===== src/rtl/mem_wb_align.sv =====
// MEM/WB stage: extracts and extends the addressed load sub-word, selects load or ALU
// data, and registers the writeback record along with a retired-instruction counter.
module mem_wb_align #(
    parameter int XLEN  = 64,
    parameter int CNT_W = 64
) (
    input  logic             clk,
    input  logic             reset,
    input  logic             stall,
    input  logic             flush,
    input  logic             mem_stall,
    input  logic             mem_valid,
    input  logic [XLEN-1:0]  mem_pc,
    input  logic [31:0]      mem_instr,
    input  logic [4:0]       mem_rd,
    input  logic             mem_wen,
    input  logic             mem_is_load,
    input  logic [2:0]       mem_ld_funct,
    input  logic [2:0]       mem_addr_lo,
    input  logic [XLEN-1:0]  mem_alu_result,
    input  logic [XLEN-1:0]  mem_rdata,
    output logic             wb_valid,
    output logic [XLEN-1:0]  wb_pc,
    output logic [31:0]      wb_instr,
    output logic [4:0]       wb_rd,
    output logic             wb_wen,
    output logic [XLEN-1:0]  wb_wdata,
    output logic             wb_misalign,
    output logic [CNT_W-1:0] commit_count
);

    logic [XLEN-1:0] raw;
    logic [XLEN-1:0] ld_data;
    logic            misalign;
    logic [XLEN-1:0] wdata_next;
    logic            wen_next;

    assign raw = mem_rdata >> {mem_addr_lo, 3'b000};

    always_comb begin
        ld_data = raw;
        case (mem_ld_funct)
            3'b000:  ld_data = {{(XLEN-8){raw[7]}}, raw[7:0]};
            3'b001:  ld_data = {{(XLEN-16){raw[15]}}, raw[15:0]};
            3'b010:  ld_data = {{(XLEN-32){raw[31]}}, raw[31:0]};
            3'b100:  ld_data = {{(XLEN-8){1'b0}}, raw[7:0]};
            3'b101:  ld_data = {{(XLEN-16){1'b0}}, raw[15:0]};
            3'b110:  ld_data = {{(XLEN-32){1'b0}}, raw[31:0]};
            default: ld_data = raw;
        endcase
    end

    // funct3[1:0] encodes the access size for both signed and unsigned loads
    always_comb begin
        misalign = 1'b0;
        if (mem_is_load) begin
            case (mem_ld_funct[1:0])
                2'b00:   misalign = 1'b0;
                2'b01:   misalign = mem_addr_lo[0];
                2'b10:   misalign = |mem_addr_lo[1:0];
                default: misalign = |mem_addr_lo;
            endcase
        end
    end

    always_comb begin
        wdata_next = mem_alu_result;
        if (mem_is_load) begin
            wdata_next = misalign ? '0 : ld_data;
        end
        wen_next = mem_wen & (mem_rd != 5'd0) & ~misalign;
    end

    always_ff @(posedge clk) begin
        if (reset) begin
            wb_valid     <= 1'b0;
            wb_pc        <= '0;
            wb_instr     <= '0;
            wb_rd        <= '0;
            wb_wen       <= 1'b0;
            wb_wdata     <= '0;
            wb_misalign  <= 1'b0;
            commit_count <= '0;
        end else if (flush || (!stall && (mem_stall || !mem_valid))) begin
            wb_valid    <= 1'b0;
            wb_pc       <= '0;
            wb_instr    <= '0;
            wb_rd       <= '0;
            wb_wen      <= 1'b0;
            wb_wdata    <= '0;
            wb_misalign <= 1'b0;
        end else if (!stall) begin
            // Misaligned loads still retire so the trace stays complete
            wb_valid     <= 1'b1;
            wb_pc        <= mem_pc;
            wb_instr     <= mem_instr;
            wb_rd        <= mem_rd;
            wb_wen       <= wen_next;
            wb_wdata     <= wdata_next;
            wb_misalign  <= misalign;
            commit_count <= commit_count + CNT_W'(1);
        end
    end

endmodule


===== config.mk =====
export PLATFORM = sky130hd
export DESIGN_NAME = mem_wb_align
export DESIGN_NICKNAME = d
export VERILOG_FILES = /design/src/rtl/mem_wb_align.sv
export SDC_FILE = /design/constraint.sdc
export NUM_CORES = 1
export LEC_CHECK = 0
export CAP_MARGIN = 5
export CORE_AREA = 10 10 179 181
export CTS_CLUSTER_DIAMETER = 150
export DETAILED_ROUTE_END_ITERATION = 8
export DIE_AREA = 0 0 189 191
export PLACE_DENSITY = 0.76
export SLEW_MARGIN = 20
export SYNTH_ARGS = -nofsm -noshare
export SYNTH_HDL_FRONTEND = slang
export SYNTH_SLANG_ARGS = --single-unit

===== constraint.sdc =====
create_clock -name clk -period 3.7 [get_ports clk]
set_input_delay 0.74 -clock clk [delete_from_list [all_inputs] [get_ports clk]]
set_output_delay 0.74 -clock clk [all_outputs]
set_load 0.01 [all_outputs]

==> summary.md, run 1 <==
| Metric | Value |
|---|---|
| Hold path depth | 2 |
| CP arrival | 3.53 ns |
| Flop pwr share | 39.9% |
| Total global-route track usage | 25.44% |
| Adder-cell area share of the yosys netlist | 0.1103% |
| Hold slack | 0.4521 ns |
| Seq/Total Area, Yosys | 40.95% |
| CTS-repair resized insts | 0 |
| Peak supply drop | 366.0 uV |
| Final number of setup-violating endpoints | 0 |
| Reg2reg path depth | 5 |
| Tcrit/Tclk final | 83.87% |
| Clk pwr share | 45.9% |
| Mapped Avg Cell Area | 8.724 um^2 |
| Root buffer cell | clkbuf_16 |
| Overflow left after global routing | 0 |
| Final WL | 48,890 um |
| Post-route ant nets | 0 |
| Area growth, synth to finish | 54.16% |
| Pin count of the biggest net entering global routing | 177 |
| Clock sinks | 232 |
| Die width | 189 um |
| Worst endpoint required time | 4.13 ns |
| Hold/Removal Path Class | reg -> reg |
| Worst path slowest cell | or4_4 |
| Sum Neg Setup Slack | 0 ns |
| Initial Util | 39.83% |
| Total die area | 36,100 um^2 |
| Asr flop ratio synth | 0% |
| Crit Path Max Fanout | 15 |
| Core Rows | 62 |
| Leak | 0.006409 uW |
| Unique masters post-synth | 52 |
| Die Y | 191 um |
| Most frequent cells in the layout | 470 x clkdlybuf4s50_1, 232 x dfxtp_1, 195 x nor2_1 |
| CTS tree | done |
| Final WS setup | 0.5969 ns |
| CP max stage delay | 0.59 ns |
| Unrepaired setup endpoints after global routing | false |
| Antenna violations before repair | 14 |
| Initial drt markers | 1,033 |
| Syn Std Cell Area | 11,340 um^2 |
| Worst-Skew Late Latency | 0.54 ns |
| Syn Inst Count | 1,300 |
| Post-Synth XOR/XNOR Area | 2.240% |
| Syn_nets | 1,544 |
| Seq cells post-synth | 232 |
| Post-DP HPWL | 37,710 um |
| Post-synth EDFFs | 0 |
| Sw Pwr | 1532 uW |
| Vias in the first global route | 11,669 |
| Top_reg_cell synth | dfxtp_1 |
| Largest family of logic cells by synthesized area | simple AND/OR/NAND/NOR gates |
| Hold_buf cts | 0 |
| Crit-path cells | clkdlybuf4s50_1 -> or4b_1 -> or4_4 -> or4_4 -> nor3_1 -> mux2_2 |
| Most frequent CP cell | or4_4 |
| Status | finished clean |
| Via count | 11,876 |
| Net Sw Frac | 23.83% |
| Post-layout min period | 3.103 ns |
| YS warnings | 0 |
| Crit path capture type | flop |
| Max_slew headroom | 22.50% |
| Core area | 28,470 um^2 |
| First-pass iteration count of the detailed router | 5 |
| Final hold violation count | 0 |
| Kind of critical path | in -> reg |
| Drt wl/cell | 22.74 um |
| IO Port Bufs | 474 |
| Complex-gate fraction of the synthesized area | 15.00% |
| Final nets | 1,979 |
| MaxCap Viol Count | 0 |
| Combinational fraction of design power | 14.3% |
| # IOs | 475 |
| Worst-Margin Slew | 1.162 ns |
| Max Fclk | 322.3 MHz |
| GP Congestion | 0.9165 |
| Startpoint Class | primary input |
| PwrDens | 367.8 nW/um^2 |
| First-pass GRT wire length | 72,200 um |
| Number of buffers created by CTS | 27 |
| DR vias/cell | 5.524 |
| Maximum clock path buffer count | 3 |
| Slew Limit Fails | 0 |
| H-tree levels | 1 |
| Setup bufs post-CTS | 0 |
| Mux share of post-synthesis cell area | 16.78% |
| Simple-gate share of the synthesized area | 20.60% |
| Clk_skew | 0.007032 ns |
| Reg clk slew, reported paths | 0.06 ns |
| Pre-CTS setup slack | 0.07051 ns |
| Internal power | 4898 uW |
| Commonest non-fill, non-tap cell in the layout | clkdlybuf4s50_1 |
| Filler cell count | 2,468 |
| Share of cells above drive strength 1 | 6.446% |
| DRC Markers | 0 |
sequential cells by signal (all words and copies together) (netlist names):
name and count:
commit_count 64, wb_instr 32, wb_misalign 1, wb_pc 64, wb_rd 5, wb_valid 1
wb_wdata 64, wb_wen 1
cell families (layout without fill, tap and decap cells):
group | count (synthesis) | after routing
AO/OA/AOI/OAI | 262 | 262
XOR/XNOR | 29 | 29
adder cells (fa/ha/maj) | 1 | 1
buffers and inverters | 125 | 578
flip-flops | 232 | 232
multiplexers | 179 | 179
other | 0 | 13
AND/OR/NAND/NOR | 472 | 472
worst paths after layout:
| check | startpoint | end | slack, ns |
|---|---|---|---|
| worst max-delay path | mem_stall | commit_count[62] | 0.60 |
| worst min-delay path | wb_valid | wb_valid | 0.45 |
| worst max register to register | commit_count[19] | commit_count[49] | 1.05 |
| worst min register to register | wb_valid | wb_valid | 0.45 |
routing by layer:
metal  track usage, %  share of wire (%)  vias up  wire length, um
li1                 -                  -     5611                -
met1            29.02                 38     5663            18600
met2            43.97                 50      521            24230
met3            8.837                9.8       71             4767
met4            7.753                2.5       10             1219
met5                0               0.15        -               75
critical path, delay by kind of cell:
kind          cells  cell delay [ns]
buf+inv           1             0.43
mux               1             0.36
simple gates      4             2.01
synth_stat cells, types with 10 or more instances:
master	instances	share of area, %
mux2i_1	162	14
nor3_1	24	1.1
a221oi_1	16	1.2
xor2_1	11	0.85
a211oi_1	11	0.73
buf_1	19	0.63
or3_1	11	0.61
a21oi_1	73	3.2
o21ai_0	46	2.0
a22oi_1	31	2.1
nand2b_1	10	0.55
inv_1	25	0.83
dfxtp_1	232	41
xnor2_1	18	1.4
nor2b_1	29	1.6
nand4_1	22	1.2
nand2_1	72	2.4
or4_1	27	1.8
nor2_1	195	6.5
nand3_1	29	1.3
o31ai_1	34	2.3
clkbuf_1	75	2.5
a31oi_1	15	0.83
stage by stage:
step                      total power [uW]  util [%]  instance area [um^2]  instances
after detailed placement              3524     57.82                 16460       2090
final                                 6430     61.41                 17480       2150
after CTS                             6469     61.28                 17450       2137
after floorplan                       3024         -                 11340       1300
after global routing                  6636     61.32                 17460       2140
after global placement                3513     57.82                 16460       2090
layout make-up:
cell class	count	area [um^2]	share of cell area, %
Antenna cell	13	32.53	0.1861
Tap cell	384	480.5	2.748
Multi-Input combinational cell	943	6246	35.73
Timing Repair Buffer	506	5001	28.61
Clock inverter	11	215.2	1.231
Sequential cell	232	4644	26.57
Clock buffer	36	769.5	4.401
Inverter	25	93.84	0.5367
power groups by stage:
stage,logic [uW],registers (uW),clock network [uW]
6_report,917,2560,2950
5_1_grt,978,2570,3090
4_1_cts,913,2560,2990
3_5_place_dp,906,2620,0
3_3_place_gp,896,2620,0
2_1_floorplan,388,2640,0
No activity file was read; power rests on OpenSTA's default activity.
==> inputs of run 2 (changes only) <==
clock period = 2.9 ns   (was 3.7 ns; I/O delays follow)
==> run 2 against run 1 <==
Against the previous run:
- critical path type unchanged
- clock-buffer cell count up 2
- sequential cell count unchanged
- wire length down 0.12%
- clock power up 13%
- worst hold slack better by 0.015 ns
==> summary.md, run 2 (synthesized netlist as in run 1, its figures left out) <==
| Metric | Value |
|---|---|
| Status | finished clean |
| Area growth, synth to finish | 55.33% |
| Antenna violations before repair | 11 (-3) |
| Placed Cells | 2,125 (+1.7%) |
| Total die area | 36,100 um^2 (unchanged) |
| Final number of setup-violating endpoints | 0 (unchanged) |
| Buf/Inv on CP | 1 (unchanged) |
| Total global-route track usage | 25.15% (-0.29 points) |
| # IOs | 475 (unchanged) |
| Startpoint Class | primary input |
| Max Fclk | 373.1 MHz |
| Leak | 0.006520 uW (+1.7%) |
| Core Rows | 62 (unchanged) |
| Tcrit/Tclk final | 92.42% |
| Top delay family on crit path | simple AND/OR/NAND/NOR gates |
| Root buffer cell | clkbuf_16 |
| DR vias/cell | 5.516 (-0.14%) |
| CP max stage delay | 0.57 ns (-0.02 ns) |
| Drt wl/cell | 22.43 um (-1.4%) |
| R2R Path Start | commit_count[0] |
| Vias in the first global route | 11,842 (+1.5%) |
| MaxCap Viol Count | 0 (unchanged) |
| Final WL | 48,830 um (-0.12%) |
| Post-DP HPWL | 38,320 um (+1.6%) |
| Most frequent cells in the layout | 470 x clkdlybuf4s50_1, 232 x dfxtp_1, 195 x nor2_1 |
| Largest registers | commit_count x64, wb_pc x64, wb_wdata x64 |
| Peak supply drop | 390.1 uV (+6.6%) |
| Initial drt markers | 1,075 (+4.1%) |
| First-pass GRT wire length | 71,780 um (-0.58%) |
| First-pass iteration count of the detailed router | 8 (+3) |
| Filler cell count | 2,429 (-1.6%) |
| Setup slack, reg-to-reg | 0.32 ns (-0.73 ns) |
| Worst endpoint required time | 3.33 ns (-0.80 ns) |
| Reg2reg path depth | 6 (+1) |
| Initial Util | 39.83% (unchanged) |
| Reg clk slew, reported paths | 0.06 ns (about the same) |
| DRC Markers | 0 (unchanged) |
| Via count | 12,008 (+1.1%) |
| Kind of critical path | in -> reg |
| Core area | 28,470 um^2 (unchanged) |
| Crit-path cells | clkdlybuf4s50_1 -> or4b_1 -> or4_4 -> or4_4 -> nor3_1 -> mux2_2 |
| Hold path depth | 2 (unchanged) |
| Min-delay src | wb_wdata[14] |
| Worst-Margin Slew | 1.293 ns (+0.1301 ns) |
| Most frequent CP cell | or4_4 |
| Worst path slowest cell | or4b_1 |
| Maximum clock path buffer count | 3 (unchanged) |
| Number of buffers created by CTS | 26 (-3.7%) |
| Util after Layout | 61.87% (+0.47 points) |
| Unrepaired setup endpoints after global routing | false |
| Die width | 189 um (unchanged) |
| CP arrival | 3.11 ns (-0.42 ns) |
| IO Port Bufs | 474 (unchanged) |
| Post-route ant nets | 0 (unchanged) |
| Final hold violation count | 0 (unchanged) |
| Crit Path Max Fanout | 14 (-1) |
| WHS Endpoint | wb_wdata[14] |
| H-tree levels | 1 (unchanged) |
| Commonest non-fill, non-tap cell in the layout | clkdlybuf4s50_1 |
| Share of cells above drive strength 1 | 7.895% (+1.4 points) |
| GP Congestion | 0.8977 (-2.1%) |
| Max_slew headroom | 13.83% (-8.7 points) |
| Final WS setup | 0.2199 ns (-0.3769 ns) |
| Hold_buf cts | 0 (unchanged) |
| Die Y | 191 um (unchanged) |
| Final nets | 2,013 (+1.7%) |
| CTS tree | done |
| Worst-Skew Late Latency | 0.53 ns (about the same) |
| Pin count of the biggest net entering global routing | 180 (+1.7%) |
| Slew Limit Fails | 0 (unchanged) |
| Crit path capture type | flop |
| CTS-repair resized insts | 0 (unchanged) |
| Clock sinks | 232 (unchanged) |
| Setup bufs post-CTS | 0 (unchanged) |
| Clk_skew | 0.01444 ns (+0.007410 ns) |
| Overflow left after global routing | 0 (unchanged) |
| Hold/Removal Path Class | reg -> reg |
| Post-layout min period | 2.680 ns |
| PwrDens | 442.5 nW/um^2 (+20%) |
| Pre-CTS setup slack | -0.3356 ns (-0.4061 ns) |
| Sum Neg Setup Slack | 0 ns (unchanged) |
| Reg-to-Reg End | commit_count[62] |
| Post-route insts no fill | 2,177 (+1.3%) |
run 2: changes by cell type in the layout (fill, tap and decap cells not counted):
cell / previous run / this run
buf_4: 31 / 63
clkbuf_8: 7 / 5
nor3_1: 22 / 23
a311oi_2: 0 / 1
bufinv_16: 6 / 2
clkinv_2: 2 / 3
buf_12: 2 / 5
nor3_2: 2 / 1
a311oi_4: 1 / 0
clkbuf_1: 3 / 7
clkinv_4: 1 / 0
diode_2: 13 / 7
run 2: layout make-up:
cell class	count	area, um^2	area share (%)
well taps	384	480.5	2.727
flip-flops and latches	232	4644	26.37
clock buffers	38	757.0	4.297
clock inverters	7	91.34	0.5185
diodes	7	17.52	0.09944
multi-input cells	943	6230	35.36
repair buffers	541	5301	30.09
inverters	25	93.84	0.5327
run 2: layer usage:
metal	up-vias	track usage (%)	wire length, um
met5	-	0	41
met4	6	8.364	1601
met3	81	8.655	5099
met2	576	43.39	23940
met1	5682	28.56	18150
li1	5663	-	-
run 2: worst max path at each step:
stage	startpoint	endpoint	depth (start not counted)	slack, ns
floorplan	stall	commit_count[60]	7	0.04
global placement	mem_stall	commit_count[62]	6	-0.28
detailed placement	mem_stall	commit_count[62]	6	-0.34
CTS	mem_stall	commit_count[62]	6	0.22
global route	mem_stall	commit_count[62]	6	0.11
finish	mem_stall	commit_count[62]	6	0.22
run 2: worst reg2reg max path, cell delays in order, from the launching register on:
cell and delay (ns):
dfxtp_1 0.45, ha_1 0.25, nand3_1 0.12, or4_4 0.58, or4_4 0.51, nor3_1 0.21
mux2_2 0.35
run 2: stage by stage:
stage / hold slack, ns / instance area [um^2] / power (uW)
5_1_grt: 0.4932 / 17610 / 8058
4_1_cts: 0.4713 / 17600 / 7845
3_3_place_gp: 0.4413 / 16750 / 4513
2_1_floorplan: 0.4740 / 11340 / 3858
3_5_place_dp: 0.4561 / 16750 / 4530
6_report: 0.4669 / 17620 / 7795
run 2: power by group:
| part | switching [uW] | internal (uW) |
|---|---|---|
| registers | 29.6 | 3240 |
| logic | 554 | 650 |
| clock network | 1340 | 1980 |
==> inputs of run 3 (changes only) <==
CTS_CLUSTER_DIAMETER = default   (was 150)
SKIP_LAST_GASP = 1   (was default)
==> results of run 3 <==
Same layout as run 2: the final DEF is identical, and so are final timing and power.
